[src/rtl/stack_sequencer_pkg.sv]
// Shared opcode, FSM-state and operand-count definitions for the stack sequencer.
// Latency: n/a (types and pure functions only).
// Backpressure: n/a.
package stack_sequencer_pkg;

    typedef enum logic [2:0] {
        OP_PUSH = 3'b000,
        OP_POP  = 3'b001,
        OP_DUP  = 3'b010,
        OP_ADD  = 3'b011,
        OP_SUB  = 3'b100,
        OP_AND  = 3'b101,
        OP_OR   = 3'b110,
        OP_NOT  = 3'b111
    } op_e;

    typedef enum logic [2:0] {
        S_IDLE     = 3'd0,
        S_READ_A   = 3'd1,
        S_CAP_A    = 3'd2,
        S_READ_B   = 3'd3,
        S_CAP_B    = 3'd4,
        S_PUSH_R   = 3'd5,
        S_POP_ONLY = 3'd6
    } state_e;

    // Number of stack entries an op consumes as operands.
    function automatic logic [1:0] operands_needed(op_e op);
        case (op)
            OP_PUSH:                operands_needed = 2'd0;
            OP_POP, OP_DUP, OP_NOT: operands_needed = 2'd1;
            default:                operands_needed = 2'd2;
        endcase
    endfunction

    // Net change in stack depth once the op completes.
    function automatic logic signed [1:0] depth_delta(op_e op);
        case (op)
            OP_PUSH, OP_DUP: depth_delta = 2'sd1;
            OP_NOT:          depth_delta = 2'sd0;
            default:         depth_delta = -2'sd1;
        endcase
    endfunction

    function automatic logic is_binary(op_e op);
        is_binary = (operands_needed(op) == 2'd2);
    endfunction

endpackage

[src/rtl/stack_alu.sv]
// Computes the value pushed back by an op from a (top), b (below top) and the immediate.
// Latency: combinational.
// Backpressure: none.
module stack_alu
    import stack_sequencer_pkg::*;
#(
    parameter int WIDTH = 8
) (
    input  op_e              op,
    input  logic [WIDTH-1:0] a,
    input  logic [WIDTH-1:0] b,
    input  logic [WIDTH-1:0] imm,
    output logic [WIDTH-1:0] y
);

    // Select the op's value; carries and borrows fall off the top.
    always_comb begin
        y = '0;
        case (op)
            OP_PUSH: y = imm;
            OP_POP:  y = a;
            OP_DUP:  y = a;
            OP_ADD:  y = b + a;
            OP_SUB:  y = b - a;
            OP_AND:  y = b & a;
            OP_OR:   y = b | a;
            OP_NOT:  y = ~a;
            default: y = '0;
        endcase
    end

endmodule

[src/rtl/stack_sequencer.sv]
// Sequences stack strobes to execute one stack-machine command at a time.
// Latency: done at T+2 (PUSH), T+3 (POP), T+4 (DUP/NOT), T+6 (binary), T+1 (rejected).
// Backpressure: cmd_ready only in IDLE; a new command may be accepted in the done cycle.
module stack_sequencer
    import stack_sequencer_pkg::*;
#(
    parameter int WIDTH = 8,
    parameter int DEPTH = 8
) (
    input  logic                     clk,
    input  logic                     rst_n,
    input  logic                     cmd_valid,
    input  logic [2:0]               cmd_op,
    input  logic [WIDTH-1:0]         cmd_imm,
    output logic                     cmd_ready,
    output logic                     done,
    output logic                     err,
    output logic [WIDTH-1:0]         result,
    output logic [$clog2(DEPTH):0]   depth,
    output logic                     stk_push,
    output logic                     stk_pop,
    output logic                     stk_tos,
    output logic [WIDTH-1:0]         stk_din,
    input  logic [WIDTH-1:0]         stk_dout
);

    localparam int DW = $clog2(DEPTH) + 1;
    localparam logic [DW-1:0] DEPTH_FULL = DW'(DEPTH);

    state_e           state_q, state_d;
    op_e              op_q;
    logic [WIDTH-1:0] imm_q, a_q, b_q, result_q, alu_y;
    logic [DW-1:0]    depth_q;
    logic             done_q, err_q;

    op_e  cmd_op_e;
    logic accept, underflow, overflow, reject;

    assign cmd_op_e  = op_e'(cmd_op);
    assign accept    = cmd_valid && (state_q == S_IDLE);
    assign underflow = int'(depth_q) < int'(operands_needed(cmd_op_e));
    assign overflow  = (depth_delta(cmd_op_e) == 2'sd1) && (depth_q == DEPTH_FULL);
    assign reject    = underflow || overflow;

    stack_alu #(.WIDTH(WIDTH)) u_alu (
        .op  (op_q),
        .a   (a_q),
        .b   (b_q),
        .imm (imm_q),
        .y   (alu_y)
    );

    // State register.
    always_ff @(posedge clk) begin
        if (!rst_n) state_q <= S_IDLE;
        else        state_q <= state_d;
    end

    // Next-state: walk the op's read/capture/write sequence, rejected commands stay in IDLE.
    always_comb begin
        state_d = state_q;
        case (state_q)
            S_IDLE: begin
                if (accept && !reject)
                    state_d = (cmd_op_e == OP_PUSH) ? S_PUSH_R : S_READ_A;
            end
            S_READ_A:   state_d = (op_q == OP_POP) ? S_POP_ONLY : S_CAP_A;
            S_CAP_A:    state_d = is_binary(op_q) ? S_READ_B : S_PUSH_R;
            S_READ_B:   state_d = S_CAP_B;
            S_CAP_B:    state_d = S_PUSH_R;
            S_PUSH_R:   state_d = S_IDLE;
            S_POP_ONLY: state_d = S_IDLE;
            default:    state_d = S_IDLE;
        endcase
    end

    // Outputs decoded from state; strobes are mutually exclusive by construction.
    always_comb begin
        cmd_ready = 1'b0;
        stk_push  = 1'b0;
        stk_pop   = 1'b0;
        stk_tos   = 1'b0;
        stk_din   = '0;
        case (state_q)
            S_IDLE:     cmd_ready = 1'b1;
            S_READ_A:   stk_tos   = 1'b1;
            S_CAP_A:    stk_pop   = (op_q != OP_DUP);
            S_READ_B:   stk_tos   = 1'b1;
            S_CAP_B:    stk_pop   = 1'b1;
            S_POP_ONLY: stk_pop   = 1'b1;
            S_PUSH_R: begin
                stk_push = 1'b1;
                stk_din  = alu_y;
            end
            default: ;
        endcase
    end

    // Datapath: latch the command, capture operands, track depth and flag completion.
    always_ff @(posedge clk) begin
        if (!rst_n) begin
            op_q     <= OP_PUSH;
            imm_q    <= '0;
            a_q      <= '0;
            b_q      <= '0;
            result_q <= '0;
            depth_q  <= '0;
            done_q   <= 1'b0;
            err_q    <= 1'b0;
        end else begin
            done_q <= (state_q == S_PUSH_R) || (state_q == S_POP_ONLY) || (accept && reject);
            err_q  <= accept && reject;
            if (accept) begin
                op_q  <= cmd_op_e;
                imm_q <= cmd_imm;
            end
            if (state_q == S_CAP_A)    a_q      <= stk_dout;
            if (state_q == S_CAP_B)    b_q      <= stk_dout;
            if (state_q == S_POP_ONLY) result_q <= stk_dout;
            if (state_q == S_PUSH_R)   result_q <= alu_y;
            if (stk_push && depth_q != DEPTH_FULL)
                depth_q <= depth_q + 1'b1;
            else if (stk_pop && depth_q != '0)
                depth_q <= depth_q - 1'b1;
        end
    end

    assign done   = done_q;
    assign err    = err_q;
    assign result = result_q;
    assign depth  = depth_q;

endmodule

[config.mk]
export PLATFORM = sky130hd
export DESIGN_NAME = stack_sequencer
export DESIGN_NICKNAME = d
export VERILOG_FILES = /design/src/rtl/stack_sequencer_pkg.sv /design/src/rtl/stack_alu.sv /design/src/rtl/stack_sequencer.sv
export SDC_FILE = /design/constraint.sdc
export NUM_CORES = 1
export LEC_CHECK = 0
export BUFFER_PORTS_ARGS = -buffer_cell sky130_fd_sc_hd__buf_2
export CAP_MARGIN = 0
export CORE_ASPECT_RATIO = 0.9
export CORE_MARGIN = 2
export CORE_UTILIZATION = 62
export CTS_CLUSTER_DIAMETER = 200
export CTS_CLUSTER_SIZE = 28
export DETAILED_ROUTE_END_ITERATION = 7
export PLACE_DENSITY = 0.88
export SLEW_MARGIN = 10
export SYNTH_ARGS = -nofsm -noshare
export SYNTH_HDL_FRONTEND = slang
export SYNTH_SLANG_ARGS = --single-unit
[constraint.sdc]
create_clock -name clk -period 5.1 [get_ports clk]
set_input_delay 0.765 -clock clk [delete_from_list [all_inputs] [get_ports clk]]
set_output_delay 0.765 -clock clk [all_outputs]
set_load 0.02 [all_outputs]
# Word level (Yosys, flattened, before mapping)
# Cells that the tools add are included.
# totals
mem_bits_ro	0
mem_bits_rw	0
wordCells	80
mem_count	0
reg_bits	44
out_inout_bits	26
latch_bits	0
in_bits	22
# op_classes
reduce_logical	22
shift	0
div_mod_pow	0
n_addsub	4
bitwise	3
mux	19
eq_ne	22
magnitude_cmp	1
mul	0
# op_table
op	count
$pmux W8 S7	1
$eq A3 B3 Y1 const B	8
$mux W8	3
$eq A3 B2 Y1 const B	5
$pmux W3 S5	1
$mux W3	4
$pmux W2 S2	3
$eq A3 B1 Y1 const B	3
$logic_not A3 Y1	3
$add A8 B8 Y8	1
$and A8 B8 Y8	1
$mux W4	2
$not A8 Y8	1
$or A8 B8 Y8	1
$reduce_or A2 Y1	4
$sub A8 B8 Y8	1
$logic_and A1 B1 Y1	6
$reduce_or A3 Y1	2
$add A4 B1 Y4 const B	1
$eq A2 B2 Y1 const B	2
$eq A4 B4 Y1 const B	1
$lt A4 B2 Y1	1
$ne A4 B4 Y1 const B	1
$reduce_bool A2 Y1	2
9 further kinds	13

# Depth between registers and ports, before layout
# depth
ltp_word	10
ltp_mapped	14
mapped_depth_nobuf	11

# By module
# From an unflattened synthesis, not the netlist that was laid out.
# hier_totals
hier_cells	396
hier_area_um2	3110.5
# modules_own_cells
module	instances	area_each_um2	seq_area_each_um2	cells_per_inst
stack_sequencer	1	2104.5	880.8	247
stack_alu	1	1006.0	0.0	149

# Least setup slack after synthesis
# Ideal clock, no wire load.
# synth_timing
kind	register to output
startpoint	register op_q[0]
endpoint	output port stk_din[1]
stages_incl_launch_ff	13
path_slack_ps	1615
n_path_buf	3
t_arrival_ps	2720
required_ps	4335
path_cell_list	dfxtp_1 > buf_4 > buf_2 > buf_2 > nor2_1 > nand2_1 > nor2_1 > a21o_1 > fa_1 > mux2_4 > a2111oi_4 > a21oi_1 > nor2_1
# synth_between
elab_chain_len	4
word_cells_on_any_way	11
classes_between	7 x eq/ne; 2 x mux; 2 x reduce/logical
# synth_rtl
item	line_no	source
start: declaration	stack_sequencer.sv:31	op_e op_q;
start signal: assignment	stack_sequencer.sv:114	op_q <= cmd_op_e;
$eq A3 B1 Y1 / $eq A3 B2 Y1 (equally long branches)	stack_alu.sv:19	case (op)
$reduce_or A2 Y1 (no source line)	-	
$pmux W8 S7 (*)	stack_alu.sv:19	
$mux W8 (*)	stack_sequencer.sv:84	case (state_q)
end: declaration	stack_sequencer.sv:23	output logic [WIDTH-1:0] stk_din,
# Every way passes the cells marked *; elsewhere a longest branch is shown, timed or not.

# Worst setup path in the final report
# Same ends and word-level chain as after synthesis.

==> summary.md <==
| Metric | Value |
|---|---|
| DIE AREA | `5550 sq um` |
| Yosys reg bits | `44` |
| # hold bufs at CTS | `0` |
| Max-Cap Viols | `0` |
| Layout Utilization | `70.4%` |
| Cts bufs inserted | `5` |
| Syn Area/Cell | `between 7 and 8 sq um` |
| Unique masters post-synth | `65` |
| Routed len/inst | `about 16 microns` |
| Placed cells | `485` |
| Critical path buffers and inverters | `1` |
| Post_cts resized | `0` |
| RSZ-0062 raised after global routing | `no` |
| Setup CP Type | `flop to primary output` |
| Int Pwr | `between 600 and 700 uW` |
| Switch share | `a little over a third` |
| PwrDens | `between 200 and 300 nW/um^2` |
| Clock network fraction of total power | `between 20% and 30%` |
| Setup violations, final | `0` |
| Die width | `78.3 microns` |
| Area contributors post-synth | `dfxtp_1 (29%), nand2_1 (7.7%), a21oi_1 (5.7%)` |
| Comb pwr share | `roughly a third` |
| CTS Sinks | `44` |
| DRT iter0 DRCs | `about 350` |
| Pre-Repair DR Iteration Count | `5` |
| Crit path max-delay cell type | `dfxtp_1` |
| HP Class | `flop to flop` |
| DP Wirelength | `slightly below 6 mm` |
| Cell count after synthesis | `slightly below 400` |
| Sequential fraction of design power | `about two fifths` |
| Via count | `between 3,000 and 4,000` |
| Max-slew headroom | `28.8%` |
| Setup crit end kind | `primary output` |
| Post-synth EDFFs | `0` |
| WP data arrival | `between 3 and 4 ns` |
| Synth area leader | `dfxtp_1` |
| Fmax | `around 260 MHz` |
| Pleak | `0.00137 uW` |
| Worst Hold Margin | `roughly 0.47 ns` |
| Crit-path max cell delay | `0.68 ns` |
| Non-filler cells, final | `about 490` |
| Post-Route WL | `8.05 mm` |
| DP Worst Slack | `1.64 ns` |
| Most frequent cell on the critical path | `nor2_1` |
| NetSw | `357 uW` |
| Final min period | `3.80 ns` |
| Die height | `between 70 and 80 microns` |
| Vias in the first global route | `between 2,000 and 3,000` |
| Final GP Congestion | `approximately 0.96` |
| Core area | `just under 5000 sq um` |
| Pins Over Slew Limit | `0` |
| Worst skew pair latency | `about 0.29 ns` |
| Net Count, Synth | `432` |
| Final period utilization | `approximately three quarters` |
| Crit-path cells | `nor2_1 -> nand2_1 -> nor2_1 -> a21o_1 -> fa_1 -> mux2_4 -> a2111oi_4 -> a21oi_1 -> nor2_1 -> buf_2` |
| H-tree depth | `2` |
| Ys async rst share | `0%` |
| R2R Setup Slk | `approximately 2.3 ns` |
| Pin count of the biggest net entering global routing | `38` |
| Worst setup SP type | `flop` |
| Antenna violations before repair | `0` |
| Clk_skew | `approximately 0.0096 ns` |
| Avg Vias per Cell | `roughly 6.3` |
| Synth Flop Type | `dfxtp_1` |
| Port bufs | `47` |
| Grt ovf | `0` |
| Maximum buffer depth of the clock tree | `2` |
| Inserted Diodes | `0` |
| Crit-path max FO | `15` |
| Drt drc | `0` |
| Post-Syn Area | `between 3000 and 4000 sq um` |
| First-pass GRT wire length | `about 13 mm` |
| Worst path top cell family by delay | `flip-flops` |
| Sequential area share after synthesis | `around 29%` |
| Gr usage total | `~29%` |
| Postcts setup bufs | `0` |
| Slew at the pin with the worst max-slew slack | `about 1.1 ns` |
| Final count of hold timing violations | `0` |
| Std-Cell Rows | `24` |
| Setup TNS | `0 ns` |
| Final WS setup | `roughly 1.3 ns` |
| Layout cells sized above 1 | `about 18%` |
| Yosys top cell area share | `28.6%` |
| I/O pin cnt | `48` |
| Final nets | `~460` |
| Ys Warns | `0` |
| Root buffer selected by CTS | `clkbuf_8` |
| Initial Utilization | `about 64%` |
| Clock-pin transition on the worst setup and hold timing paths | `about 0.08 ns` |
| Syn-to-layout area delta | `9.87%` |
| Outcome | `finished, final reports clean` |
| Final antenna-violating net count | `0` |
| VDD IR max | `around 230 uV` |
| TritonCTS clock tree | `done` |
| Required time of the worst setup path | `between 4 and 5 ns` |
## cells by family (layout without fill, tap and decap cells)
family	count (synthesis)	in the layout	share of synthesized area, %
buf+inv	40	71	6.34
mux	13	13	4.83
fa+ha+maj	15	15	6.58
simple gates	153	153	24.5
flops	44	44	28.6
compound gates	116	116	25.2
xor+xnor	14	14	3.98
## worst register-to-register path, cell delays in order, from the launching register on
cell and delay (ns):
dfxtp_1 0.68, nor2_1 0.15, nand2_1 0.17, nor2_1 0.06, a21o_1 0.18, fa_1 0.49, mux2_4 0.30, a2111oi_4 0.35
a211oi_1 0.09, o32ai_1 0.26
## cells in the mapped netlist, types with 7 or more instances
cell type and n:
dfxtp_1 44, ha_1 13, a31oi_1 7, buf_2 8, a21oi_1 35, nand2_1 63, nor3_1 8, nor2_1 40
xnor2_1 8, inv_1 13, clkbuf_1 10, nand2b_1 7, mux2i_1 10, o21ai_0 23
## cell usage in the layout, fill, tap and decap left out, drive strengths merged, types with 8 or more instances in the layout
| cell | n |
|---|---|
| a21oi | 35 |
| inv | 14 |
| nor2 | 40 |
| nor3 | 9 |
| ha | 13 |
| buf | 50 |
| dfxtp | 44 |
| xnor2 | 8 |
| o21ai | 24 |
| nand2 | 64 |
| mux2i | 10 |
## routing by layer
layer | wire length [microns] | GRT usage (%) | vias up
li1 | - | - | 1458
met1 | 3490 | 40.0 | 1438
met2 | 3700 | 46.9 | 178
met3 | 725 | 6.38 | 20
met4 | 130 | 8.58 | 0
met5 | 0 | 0 | -
## per-stage QoR
| step | total power [uW] | area (sq um) |
|---|---|---|
| 5_1_grt | 1050 | 3380 |
| 6_report | 1010 | 3380 |
| 3_5_place_dp | 748 | 3290 |
| 3_3_place_gp | 734 | 3290 |
| 2_1_floorplan | 676 | 3080 |
| 4_1_cts | 1000 | 3380 |
## power by group through the flow
| stage | clock network, uW | logic (uW) | registers (uW) |
|---|---|---|---|
| floorplan | 0 | 280 | 397 |
| global placement | 0 | 326 | 408 |
| detailed placement | 0 | 338 | 410 |
| CTS | 258 | 342 | 402 |
| global route | 269 | 378 | 407 |
| finish | 258 | 346 | 403 |
## final cells by class
cell class	count	area, sq um
multi-input cells	311	2000
fillers	423	1420
flip-flops and latches	44	881
repair buffers	50	258
well taps	65	81.3
clock buffers	5	68.8
inverters	15	61.3
clock inverters	1	30.0
## flip-flops by register name, summed over array words and instances (netlist names)
signal	flops
depth	4
state_q	3
err	1
a_q	8
result	8
op_q	3
done	1
b_q	8
imm_q	8
## final timing paths
path	from	cells past startpoint	to
hold reg to reg	imm_q[3]$_SDFFE_PN0P_	2	imm_q[3]$_SDFFE_PN0P_
setup reg to reg	op_q[0]$_SDFFE_PN0P_	9	result[1]$_SDFFE_PN0P_
setup / recovery	op_q[0]$_SDFFE_PN0P_	10	stk_din[1]
hold / removal	imm_q[3]$_SDFFE_PN0P_	2	imm_q[3]$_SDFFE_PN0P_
Power figures use the tool's default switching activity.
